--- config.mk ---
export PLATFORM = sky130hd
export DESIGN_NAME = rc_ppm_decoder
export DESIGN_NICKNAME = d
export VERILOG_FILES = /design/src/rtl/rc_pkg.sv /design/src/rtl/rc_us_tick_gen.sv /design/src/rtl/rc_ppm_decoder.sv
export SDC_FILE = /design/constraint.sdc
export NUM_CORES = 1
export LEC_CHECK = 0
export ABC_AREA = 1
export CAP_MARGIN = 20
export CORE_AREA = 2 2 130 195
export CTS_CLUSTER_DIAMETER = 30
export DETAILED_ROUTE_END_ITERATION = 10
export DIE_AREA = 0 0 132 197
export PLACE_DENSITY = 0.49
export SKIP_LAST_GASP = 1
export SYNTH_ARGS = -nofsm -noshare
export SYNTH_HDL_FRONTEND = slang
export SYNTH_SLANG_ARGS = --single-unit
--- constraint.sdc ---
create_clock -name clk -period 4.7 [get_ports clk]
set_clock_uncertainty 0.15 [all_clocks]
set_input_delay 1.175 -clock clk [delete_from_list [all_inputs] [get_ports clk]]
set_output_delay 1.175 -clock clk [all_outputs]
set_load 0.01 [all_outputs]
--- src/rtl/rc_pkg.sv ---
// rtl/rc_pkg.sv - shared RC channel constants, decoder FSM encoding and offset arithmetic
package rc_pkg;

  localparam int RC_CH_THROTTLE = 0;
  localparam int RC_CH_ROLL     = 1;
  localparam int RC_CH_PITCH    = 2;
  localparam int RC_CH_YAW      = 3;
  localparam int RC_NUM_CH      = 4;

  localparam int RC_OFFSET_W  = 11;
  localparam int RC_CENTER_US = 1500;
  localparam int RC_LOW_US    = 1000;
  localparam int RC_SPAN_US   = 500;

  localparam int RC_IV_W = 13;
  // Validated channel widths never exceed 2100, so 12 bits hold them.
  localparam int RC_W_W  = 12;

  typedef enum logic [1:0] {
    ST_HUNT   = 2'd0,
    ST_CH     = 2'd1,
    ST_COMMIT = 2'd2,
    ST_SKIP   = 2'd3
  } rc_state_e;

  function automatic logic [RC_OFFSET_W-1:0] rc_throttle(input logic [RC_W_W-1:0] w);
    if (w <= RC_W_W'(RC_LOW_US)) return '0;
    else if (w >= RC_W_W'(RC_LOW_US + 2 * RC_SPAN_US)) return RC_OFFSET_W'(2 * RC_SPAN_US);
    else return RC_OFFSET_W'(w - RC_W_W'(RC_LOW_US));
  endfunction

  // Two's-complement result; the mid-range subtraction wraps correctly in 11 bits.
  function automatic logic [RC_OFFSET_W-1:0] rc_center(input logic [RC_W_W-1:0] w);
    if (w <= RC_W_W'(RC_CENTER_US - RC_SPAN_US)) return RC_OFFSET_W'(-RC_SPAN_US);
    else if (w >= RC_W_W'(RC_CENTER_US + RC_SPAN_US)) return RC_OFFSET_W'(RC_SPAN_US);
    else return RC_OFFSET_W'(w) - RC_OFFSET_W'(RC_CENTER_US);
  endfunction

endpackage

--- src/rtl/rc_us_tick_gen.sv ---
// rtl/rc_us_tick_gen.sv - free-running prescaler emitting a one-cycle 1 us tick enable
module rc_us_tick_gen #(
  parameter int unsigned DIV = 50
) (
  input  logic clk_i,
  input  logic rst_i,
  output logic tick_o
);

  localparam int unsigned CW = (DIV > 1) ? $clog2(DIV) : 1;

  logic [CW-1:0] cnt_q, cnt_d;

  assign tick_o = (cnt_q == CW'(DIV - 1));

  always_comb begin
    cnt_d = cnt_q + 1'b1;
    if (tick_o) cnt_d = '0;
  end

  always_ff @(posedge clk_i or posedge rst_i) begin
    if (rst_i) cnt_q <= '0;
    else       cnt_q <= cnt_d;
  end

endmodule

--- src/rtl/rc_ppm_decoder.sv ---
// rtl/rc_ppm_decoder.sv - PPM frame decoder with validation and failsafe
// Optional centre deadband on pitch/roll/yaw: define RC_PPM_DEADBAND_EN.
module rc_ppm_decoder
  import rc_pkg::*;
#(
  parameter int unsigned CLK_HZ       = 50_000_000,
  parameter int unsigned SYNC_MIN_US  = 3000,
  parameter int unsigned PULSE_MIN_US = 900,
  parameter int unsigned PULSE_MAX_US = 2100,
  parameter int unsigned FAILSAFE_MS  = 100
`ifdef RC_PPM_DEADBAND_EN
  , parameter int unsigned DEADBAND_US = 20
`endif
) (
  input  logic                   clk,
  input  logic                   rst,
  input  logic                   ppm_in,
  output logic [RC_OFFSET_W-1:0] throttle_offset,
  output logic [RC_OFFSET_W-1:0] pitch_offset,
  output logic [RC_OFFSET_W-1:0] roll_offset,
  output logic [RC_OFFSET_W-1:0] yaw_offset,
  output logic                   frame_valid,
  output logic                   signal_lost
);

  localparam int unsigned MS_W = $clog2(FAILSAFE_MS + 1);

  logic ppm_s1_q, ppm_s2_q, ppm_s3_q;
  logic tick, rise, is_sync, is_chan;

  rc_state_e         state_q, state_d;
  logic [1:0]        idx_q, idx_d;
  logic [RC_IV_W-1:0] iv_q, iv_d;
  logic [RC_W_W-1:0] shadow_q [RC_NUM_CH];
  logic [RC_W_W-1:0] shadow_d [RC_NUM_CH];
  logic [9:0]        us_q, us_d;
  logic [MS_W-1:0]   ms_q, ms_d;
  logic [RC_OFFSET_W-1:0] thr_q, thr_d, pit_q, pit_d, rol_q, rol_d, yaw_q, yaw_d;
  logic fv_q, fv_d, lost_q, lost_d;

`ifdef RC_PPM_DEADBAND_EN
  function automatic logic [RC_OFFSET_W-1:0] axis_offset(input logic [RC_W_W-1:0] w);
    if (w >= RC_W_W'(RC_CENTER_US - DEADBAND_US) && w <= RC_W_W'(RC_CENTER_US + DEADBAND_US))
      return '0;
    return rc_center(w);
  endfunction
`else
  function automatic logic [RC_OFFSET_W-1:0] axis_offset(input logic [RC_W_W-1:0] w);
    return rc_center(w);
  endfunction
`endif

  rc_us_tick_gen #(.DIV(CLK_HZ / 1_000_000)) u_tick (
    .clk_i (clk),
    .rst_i (rst),
    .tick_o(tick)
  );

  assign rise    = ppm_s2_q & ~ppm_s3_q;
  assign is_sync = (iv_q >= RC_IV_W'(SYNC_MIN_US));
  assign is_chan = (iv_q >= RC_IV_W'(PULSE_MIN_US)) && (iv_q <= RC_IV_W'(PULSE_MAX_US));

  always_comb begin
    state_d  = state_q;
    idx_d    = idx_q;
    shadow_d = shadow_q;
    iv_d     = iv_q;
    us_d     = us_q;
    ms_d     = ms_q;
    thr_d    = thr_q;
    pit_d    = pit_q;
    rol_d    = rol_q;
    yaw_d    = yaw_q;
    fv_d     = 1'b0;
    lost_d   = lost_q;

    // The tick coinciding with an edge belongs to the interval that edge opens.
    if (rise) iv_d = tick ? RC_IV_W'(1) : '0;
    else if (tick && iv_q != '1) iv_d = iv_q + 1'b1;

    if (tick && ms_q != MS_W'(FAILSAFE_MS)) begin
      if (us_q == 10'd999) begin
        us_d = '0;
        ms_d = ms_q + 1'b1;
        if (ms_q == MS_W'(FAILSAFE_MS - 1)) begin
          lost_d = 1'b1;
          thr_d  = '0;
          pit_d  = '0;
          rol_d  = '0;
          yaw_d  = '0;
        end
      end else begin
        us_d = us_q + 1'b1;
      end
    end

    case (state_q)
      ST_HUNT, ST_SKIP: begin
        if (rise && is_sync) begin
          state_d = ST_CH;
          idx_d   = '0;
        end
      end
      ST_CH: begin
        if (rise) begin
          if (is_sync) begin
            idx_d = '0;
          end else if (is_chan) begin
            shadow_d[idx_q] = iv_q[RC_W_W-1:0];
            if (idx_q == 2'(RC_NUM_CH - 1)) state_d = ST_COMMIT;
            else idx_d = idx_q + 1'b1;
          end else begin
            state_d = ST_HUNT;
          end
        end
      end
      ST_COMMIT: begin
        state_d = ST_SKIP;
        thr_d   = rc_throttle(shadow_q[RC_CH_THROTTLE]);
        rol_d   = axis_offset(shadow_q[RC_CH_ROLL]);
        pit_d   = axis_offset(shadow_q[RC_CH_PITCH]);
        yaw_d   = axis_offset(shadow_q[RC_CH_YAW]);
        fv_d    = 1'b1;
        lost_d  = 1'b0;
        us_d    = '0;
        ms_d    = '0;
      end
      default: state_d = ST_HUNT;
    endcase
  end

  always_ff @(posedge clk or posedge rst) begin
    if (rst) begin
      ppm_s1_q <= 1'b0;
      ppm_s2_q <= 1'b0;
      ppm_s3_q <= 1'b0;
      state_q  <= ST_HUNT;
      idx_q    <= '0;
      iv_q     <= '0;
      us_q     <= '0;
      ms_q     <= MS_W'(FAILSAFE_MS);
      thr_q    <= '0;
      pit_q    <= '0;
      rol_q    <= '0;
      yaw_q    <= '0;
      fv_q     <= 1'b0;
      lost_q   <= 1'b1;
      for (int i = 0; i < RC_NUM_CH; i++) shadow_q[i] <= '0;
    end else begin
      ppm_s1_q <= ppm_in;
      ppm_s2_q <= ppm_s1_q;
      ppm_s3_q <= ppm_s2_q;
      state_q  <= state_d;
      idx_q    <= idx_d;
      iv_q     <= iv_d;
      us_q     <= us_d;
      ms_q     <= ms_d;
      thr_q    <= thr_d;
      pit_q    <= pit_d;
      rol_q    <= rol_d;
      yaw_q    <= yaw_d;
      fv_q     <= fv_d;
      lost_q   <= lost_d;
      shadow_q <= shadow_d;
    end
  end

  assign throttle_offset = thr_q;
  assign pitch_offset    = pit_q;
  assign roll_offset     = rol_q;
  assign yaw_offset      = yaw_q;
  assign frame_valid     = fv_q;
  assign signal_lost     = lost_q;

endmodule

==> flow_summary_export.csv, run 1 <==
group,metric,value,unit
global_routing,gr-total-overflow,0,
floorplan,io_pins,49,
worst_hold_path,min_from,"ppm_s1_q",
clock_network,cts_resized,0,
finish,syn_to_final_growth,19.7,%
synth,ys_seq_area_share,47.7,%
clock_network,clock_latency,430,ps
floorplan,row_count,70,
floorplan,dieArea,26000,um^2
placed_design,place_hpwl,12800,um
worst_setup_path,critPathRequiredTime,4870,ps
placed_design,io_buffers,48,
pwr,powerDensity,314,nW/um^2
worst_setup_path,arrival,3090,ps
clock_network,cts_num_sinks,137,
placed_design,gp_congestion,0.828,
route,vias,6045,
global_routing,grt_pass1_wl,31000,um
sta,slew_headroom,58.2,%
worst_setup_path,start_kind,"register",
floorplan,dieHeight,197,um
worst_setup_path,cp-end-kind,"register",
worst_setup_path,critical_path_class,"reg2reg",
outcome,status,"completed",
finish,nets,1001,
synth,ys_ff_latch,137,
clock_network,numCtsBuffers,17,
route,drt_first_pass_iters,4,
sta,hold_viol,0,
flow_run,maxCapViolations,0,
sta,holdWs,200,ps
sta,drv_slew,0,
synth,syn_nets,960,
floorplan,die_x,132,um
global_routing,grt_pass1_vias,6134,
synth,synth_cell_types,37,
worst_setup_path,crit_path_cell_trace,"inv_1, ha_1, buf_4, inv_1, buf_4, nand2_2, nand3_4, and2_1",
clock_network,cts_buffer_depth,2,
worst_setup_path,critical-path-slowest-cell,"nand3_4",
sta,setup_ws,1780,ps
placed_design,dpl_cell_area,7970,um^2
worst_hold_path,min_path_cells,0,
route,drtIter0Drc,384,
sta,fin_crit,2920,ps
clock_network,cts-root-buf,"clkbuf_16",
global_routing,track_usage,15.0,%
floorplan,initial_core_util,29.7,%
sta,setup_violations,0,
synth,syn_inst,935,
finish,fill_cells,2609,
sta,rsz0062_at_grt,"false",
placed_design,place_ws,1740,ps
worst_setup_path,r2r_cells,8,
route,ant_nets,0,
finish,final_core_util,35.5,%
clock_network,cts_max_level,4,
clock_network,cts_tree,"yes",
route,drc,0,
clock_network,clk_pin_slew,60,ps
pwr,p_leak,0.00414,uW
synth,ys_warn_count,0,
global_routing,grt_max_degree,66,
worst_setup_path,path_max_fanout,46,
synth,synthesis.area,7200,um^2
pwr,ir_drop,0.000258,V
clock_network,hold_buffers,0,
global_routing,antenna_found_initial,0,
worst_setup_path,cpPeakStageDelay,510,ps
sta,worst_pin_slew,627,ps
floorplan,fp.coreArea,24300,um^2
route,wire_per_inst,13.9,um
worst_setup_path,crit_start,"state_q[0]",
worst_hold_path,hold_path_class,"reg2reg",
finish,drive_gt1_share,7.28,%
finish,final_cell_area,8620,um^2
sta,final.setup.tns,0,ps
synth,async_flop_share,100,%
worst_setup_path,r2r-start,"state_q[0]",
synth,synth_edf_count,0,
route,vias_per_cell,4.60,
synth,synthFlopType,"dfrtp_1",
sta,max_freq,342,MHz
clock_network,post-cts-setup-buffers,0,
route,routed_wirelength,18300,um
sta,post-route-period-util,62.2,%
finish,antennaDiodeCount,0,
synth,postSynthAreaPerCell,7.71,um^2
Yosys cell counts (7+ instances only):
cell      instances  share of area (%)
dfrtp_1         133                 46
nor3_1           18                1.3
or2_2            11               0.96
nand2_1         311                 16
nand4_1           9               0.78
inv_1            76                4.0
nor2_1           70                3.6
o21ai_0          56                3.9
buf_2            20                1.4
a21oi_1          40                2.8
ha_1             22                3.8
nand3_1          98                6.8
clkbuf_1          7               0.36
inv_2             7               0.36
routing by layer:
metal | track usage (%) | vias up | wire length, um
met5 | 0 | - | 0
met4 | 6.56 | 0 | 412
li1 | - | 3098 | -
met3 | 3.19 | 23 | 502
met1 | 17.5 | 2844 | 7980
met2 | 26.6 | 80 | 9360
critical path: cells and delay by family, from the launching register on:
kind | cells | cell delay, ps
adders and majority gates | 1 | 140
buffers and inverters | 4 | 980
DFF | 1 | 410
and+or+nand+nor | 3 | 1090
kinds of logic after synthesis:
kind of cell               count (synthesis)  synth area share, %
AOI/OAI and AO/OA                        114                 8.37
xor gates and xnor gates                   8                0.972
and+or+nand+nor                          539                 32.3
DFF                                      137                 47.7
buffers and inverters                    115                 6.86
adders and majority gates                 22                 3.82
layout make-up:
class / instances / area, um^2 / share of cell area (%)
Sequential cell: 137 / 3430 / 39.8
Multi-Input combinational cell: 683 / 3280 / 38.0
Timing Repair Buffer: 54 / 538 / 6.24
Clock buffer: 21 / 460 / 5.34
Tap cell: 324 / 405 / 4.70
Inverter: 83 / 315 / 3.66
Clock inverter: 11 / 194 / 2.25
final timing paths:
| kind | slack (ps) | end |
|---|---|---|
| max in group asynchronous | 2610 | signal_lost |
| hold / removal | 200 | ppm_s2_q |
| setup reg to reg | 1780 | throttle_offset[10] |
| setup / recovery | 1780 | throttle_offset[10] |
| hold reg to reg | 200 | ppm_s2_q |
| min in group asynchronous | 1030 | us_q[5] |
sequential cells by signal, summed over array words and instances, names as in the netlist:
name,cells
yaw_offset,11
roll_offset,11
ppm_s2_q,1
pitch_offset,11
ppm_s1_q,1
shadow_q,48
ppm_s3_q,1
state_q,2
u_tick.cnt_q,6
ms_q,7
signal_lost,1
idx_q,2
us_q,10
throttle_offset,11
iv_q,13
frame_valid,1
stage by stage:
| step | total power (uW) | std cells |
|---|---|---|
| floorplan | 1220 | 935 |
| global placement | 1240 | 1281 |
| detailed placement | 1240 | 1281 |
| CTS | 2750 | 1313 |
| global route | 2800 | 1313 |
| finish | 2700 | 1313 |
cell usage in the layout (no fill, tap or decap), types with 2 or more instances in the layout:
cell	synthesis	layout
nand2_1	311	311
dfrtp_1	133	133
nand3_1	98	98
inv_1	76	75
nor2_1	70	70
o21ai_0	56	56
clkdlybuf4s50_1	0	48
a21oi_1	40	40
ha_1	22	22
nor3_1	18	18
clkbuf_16	0	17
or2_2	11	11
nand4_1	9	9
inv_2	7	7
nand2_2	5	5
nand3b_1	5	5
a31oi_1	5	5
o21ai_1	5	5
bufinv_16	0	5
buf_4	0	5
xor2_1	4	4
xnor2_1	4	4
dfstp_2	4	4
clkinv_4	0	3
o211ai_1	2	2
nand3_4	2	2
nor2_2	2	2
and3_1	2	2
clkinvlp_4	0	2
nor3b_1	2	2
clkbuf_1	7	2
clkbuf_8	0	2
clkinv_2	0	2
where the power goes:
| part | switching, uW | internal [uW] |
|---|---|---|
| combinational | 27.7 | 5.27 |
| clock | 520 | 969 |
| sequential | 0.485 | 1180 |
No activity file was read; power rests on OpenSTA's default activity.
==> inputs of run 2 (changes only) <==
PLACE_DENSITY = 0.48   (was 0.49)
clock period = 3 ns   (was 4.7 ns; I/O delays follow)
==> flow_summary_export.csv, run 2 (synthesized netlist as in run 1, its figures left out) <==
group,metric,value,unit
finish,drive_gt1_share,7.56,%
global_routing,grt_pass1_vias,6078,
worst_setup_path,reg2reg_slack,460,ps
placed_design,gp_congestion,0.852,
floorplan,row_count,70,
placed_design,place_inst,1284,
sta,setup_ws,464,ps
sta,fin_crit,2540,ps
finish,multi_input_area,3280,um^2
pwr,power.clock.fraction,53.7,%
worst_setup_path,start_kind,"register",
floorplan,die_x,132,um
worst_setup_path,r2r_cells,9,
pwr,switchingPower,845,uW
sta,rsz0062_at_grt,"false",
worst_setup_path,path_max_fanout,23,
sta,post-route-period-util,84.5,%
sta,slew_headroom,60.8,%
finish,fill_cells,2641,
finish,regMostFlops,"shadow_q",
sta,setup_violations,0,
pwr,comb_power_share,1.3,%
finish,seq_area,3430,um^2
finish,largest_reg_flops,48,
sta,max_freq,394,MHz
sta,hold_viol,0,
placed_design,place_ws,450,ps
worst_setup_path,r2r-start,"iv_q[10]",
clock_network,clk_pin_slew,60,ps
global_routing,grt_pass1_wl,31000,um
pwr,powerDensity,477,nW/um^2
pwr,swShare,20.5,%
global_routing,antenna_found_initial,0,
finish,final_core_util,35.6,%
pwr,p_int,3270,uW
route,drtIter0Drc,385,
clock_network,cts_resized,0,
worst_setup_path,cp-end-kind,"register",
floorplan,dieArea,26000,um^2
worst_setup_path,arrival,2690,ps
global_routing,grt_max_degree,74,
finish,nets,1004,
route,vias,6067,
clock_network,cts-root-buf,"clkbuf_16",
clock_network,numCtsBuffers,17,
sta,final.setup.tns,0,ps
clock_network,cts_tree,"yes",
route,wire_per_inst,13.9,um
clock_network,cts_buffer_depth,2,
finish,syn_to_final_growth,19.7,%
placed_design,io_buffers,48,
worst_hold_path,min_from,"ppm_s1_q",
route,routed_wirelength,18300,um
finish,top_regs,"shadow_q x48, iv_q x13",
global_routing,track_usage,14.9,%
worst_hold_path,hold_end,"ppm_s2_q",
route,drc,0,
floorplan,initial_core_util,29.7,%
clock_network,hold_buffers,0,
pwr,ir_drop,0.000374,V
sta,drv_slew,0,
clock_network,cts_max_level,4,
sta,worst_pin_slew,588,ps
pwr,p_seq_share,45.0,%
worst_hold_path,min_path_cells,0,
floorplan,io_pins,49,
finish,antennaDiodeCount,0,
floorplan,fp.coreArea,24300,um^2
floorplan,dieHeight,197,um
worst_setup_path,critPathRequiredTime,3160,ps
global_routing,gr-total-overflow,0,
outcome,status,"completed",
finish,layout_common_cells,"311 x nand2_1, 133 x dfrtp_1, 98 x nand3_1",
clock_network,cts_num_sinks,137,
placed_design,place_hpwl,13000,um
route,ant_nets,0,
clock_network,clock_latency,420,ps
finish,final_common_cell,"nand2_1",
clock_network,post-cts-setup-buffers,0,
worst_setup_path,critical_path_class,"reg2reg",
route,vias_per_cell,4.61,
finish,finalNonFillerCells,1316,
pwr,p_leak,0.00416,uW
route,drt_first_pass_iters,5,
worst_setup_path,worstReg2RegEnd,"shadow_q[40]",
worst_hold_path,hold_path_class,"reg2reg",
flow_run,maxCapViolations,0,
run 2: worst max-delay path by stage:
stage	start	end	slack, ps	depth (start not counted)
final	iv_q[10]	shadow_q[40]	460	9
after floorplan	rst	frame_valid	400	1
after detailed placement	iv_q[5]	shadow_q[44]	450	9
after global placement	iv_q[5]	shadow_q[44]	430	9
after CTS	iv_q[10]	shadow_q[41]	440	9
after global routing	iv_q[5]	shadow_q[39]	130	9
run 2: metal layers:
metal  vias up  share of wire, %  routed length (um)  GRT usage, %
met5         -                 0                   0             0
met4         0               2.2                 397          5.56
met3        30               2.3                 428          2.75
met2       109                51                9410          26.2
met1      2832                44                8080          18.2
li1       3096                 -                   -             -
run 2: power by group through the flow:
stage                     Clock, uW  Sequential [uW]  Combinational, uW
after floorplan                   0             1880               32.6
after global placement            0             1880               58.5
after detailed placement          0             1880               59.0
after CTS                      2280             1850               58.7
after global routing           2360             1850               64.8
final                          2210             1850               54.0
run 2: worst max-delay path: stages, from the launching register on:
cell     delay, ps
dfrtp_1        640
inv_2          140
nand2_1        110
nor2_1          70
nand2_1         80
nand4_1        250
nor2_8         380
nand2_1        360
nand2_1        150
nand2_1         60
run 2: final cells by class:
type,count,share of cell area [%]
clock buffers,20,5.18
clock inverters,12,2.03
inverters,83,3.66
multi-input cells,683,38.0
flip-flops and latches,137,39.8
well taps,324,4.70
repair buffers,57,6.64
run 2: stage by stage:
stage	total power, uW	cell area (um^2)	hold WS, ps
3_5_place_dp	1940	8000	192
2_1_floorplan	1920	7210	181
4_1_cts	4190	8630	207
3_3_place_gp	1940	8000	184
6_report	4120	8630	200
5_1_grt	4270	8630	221
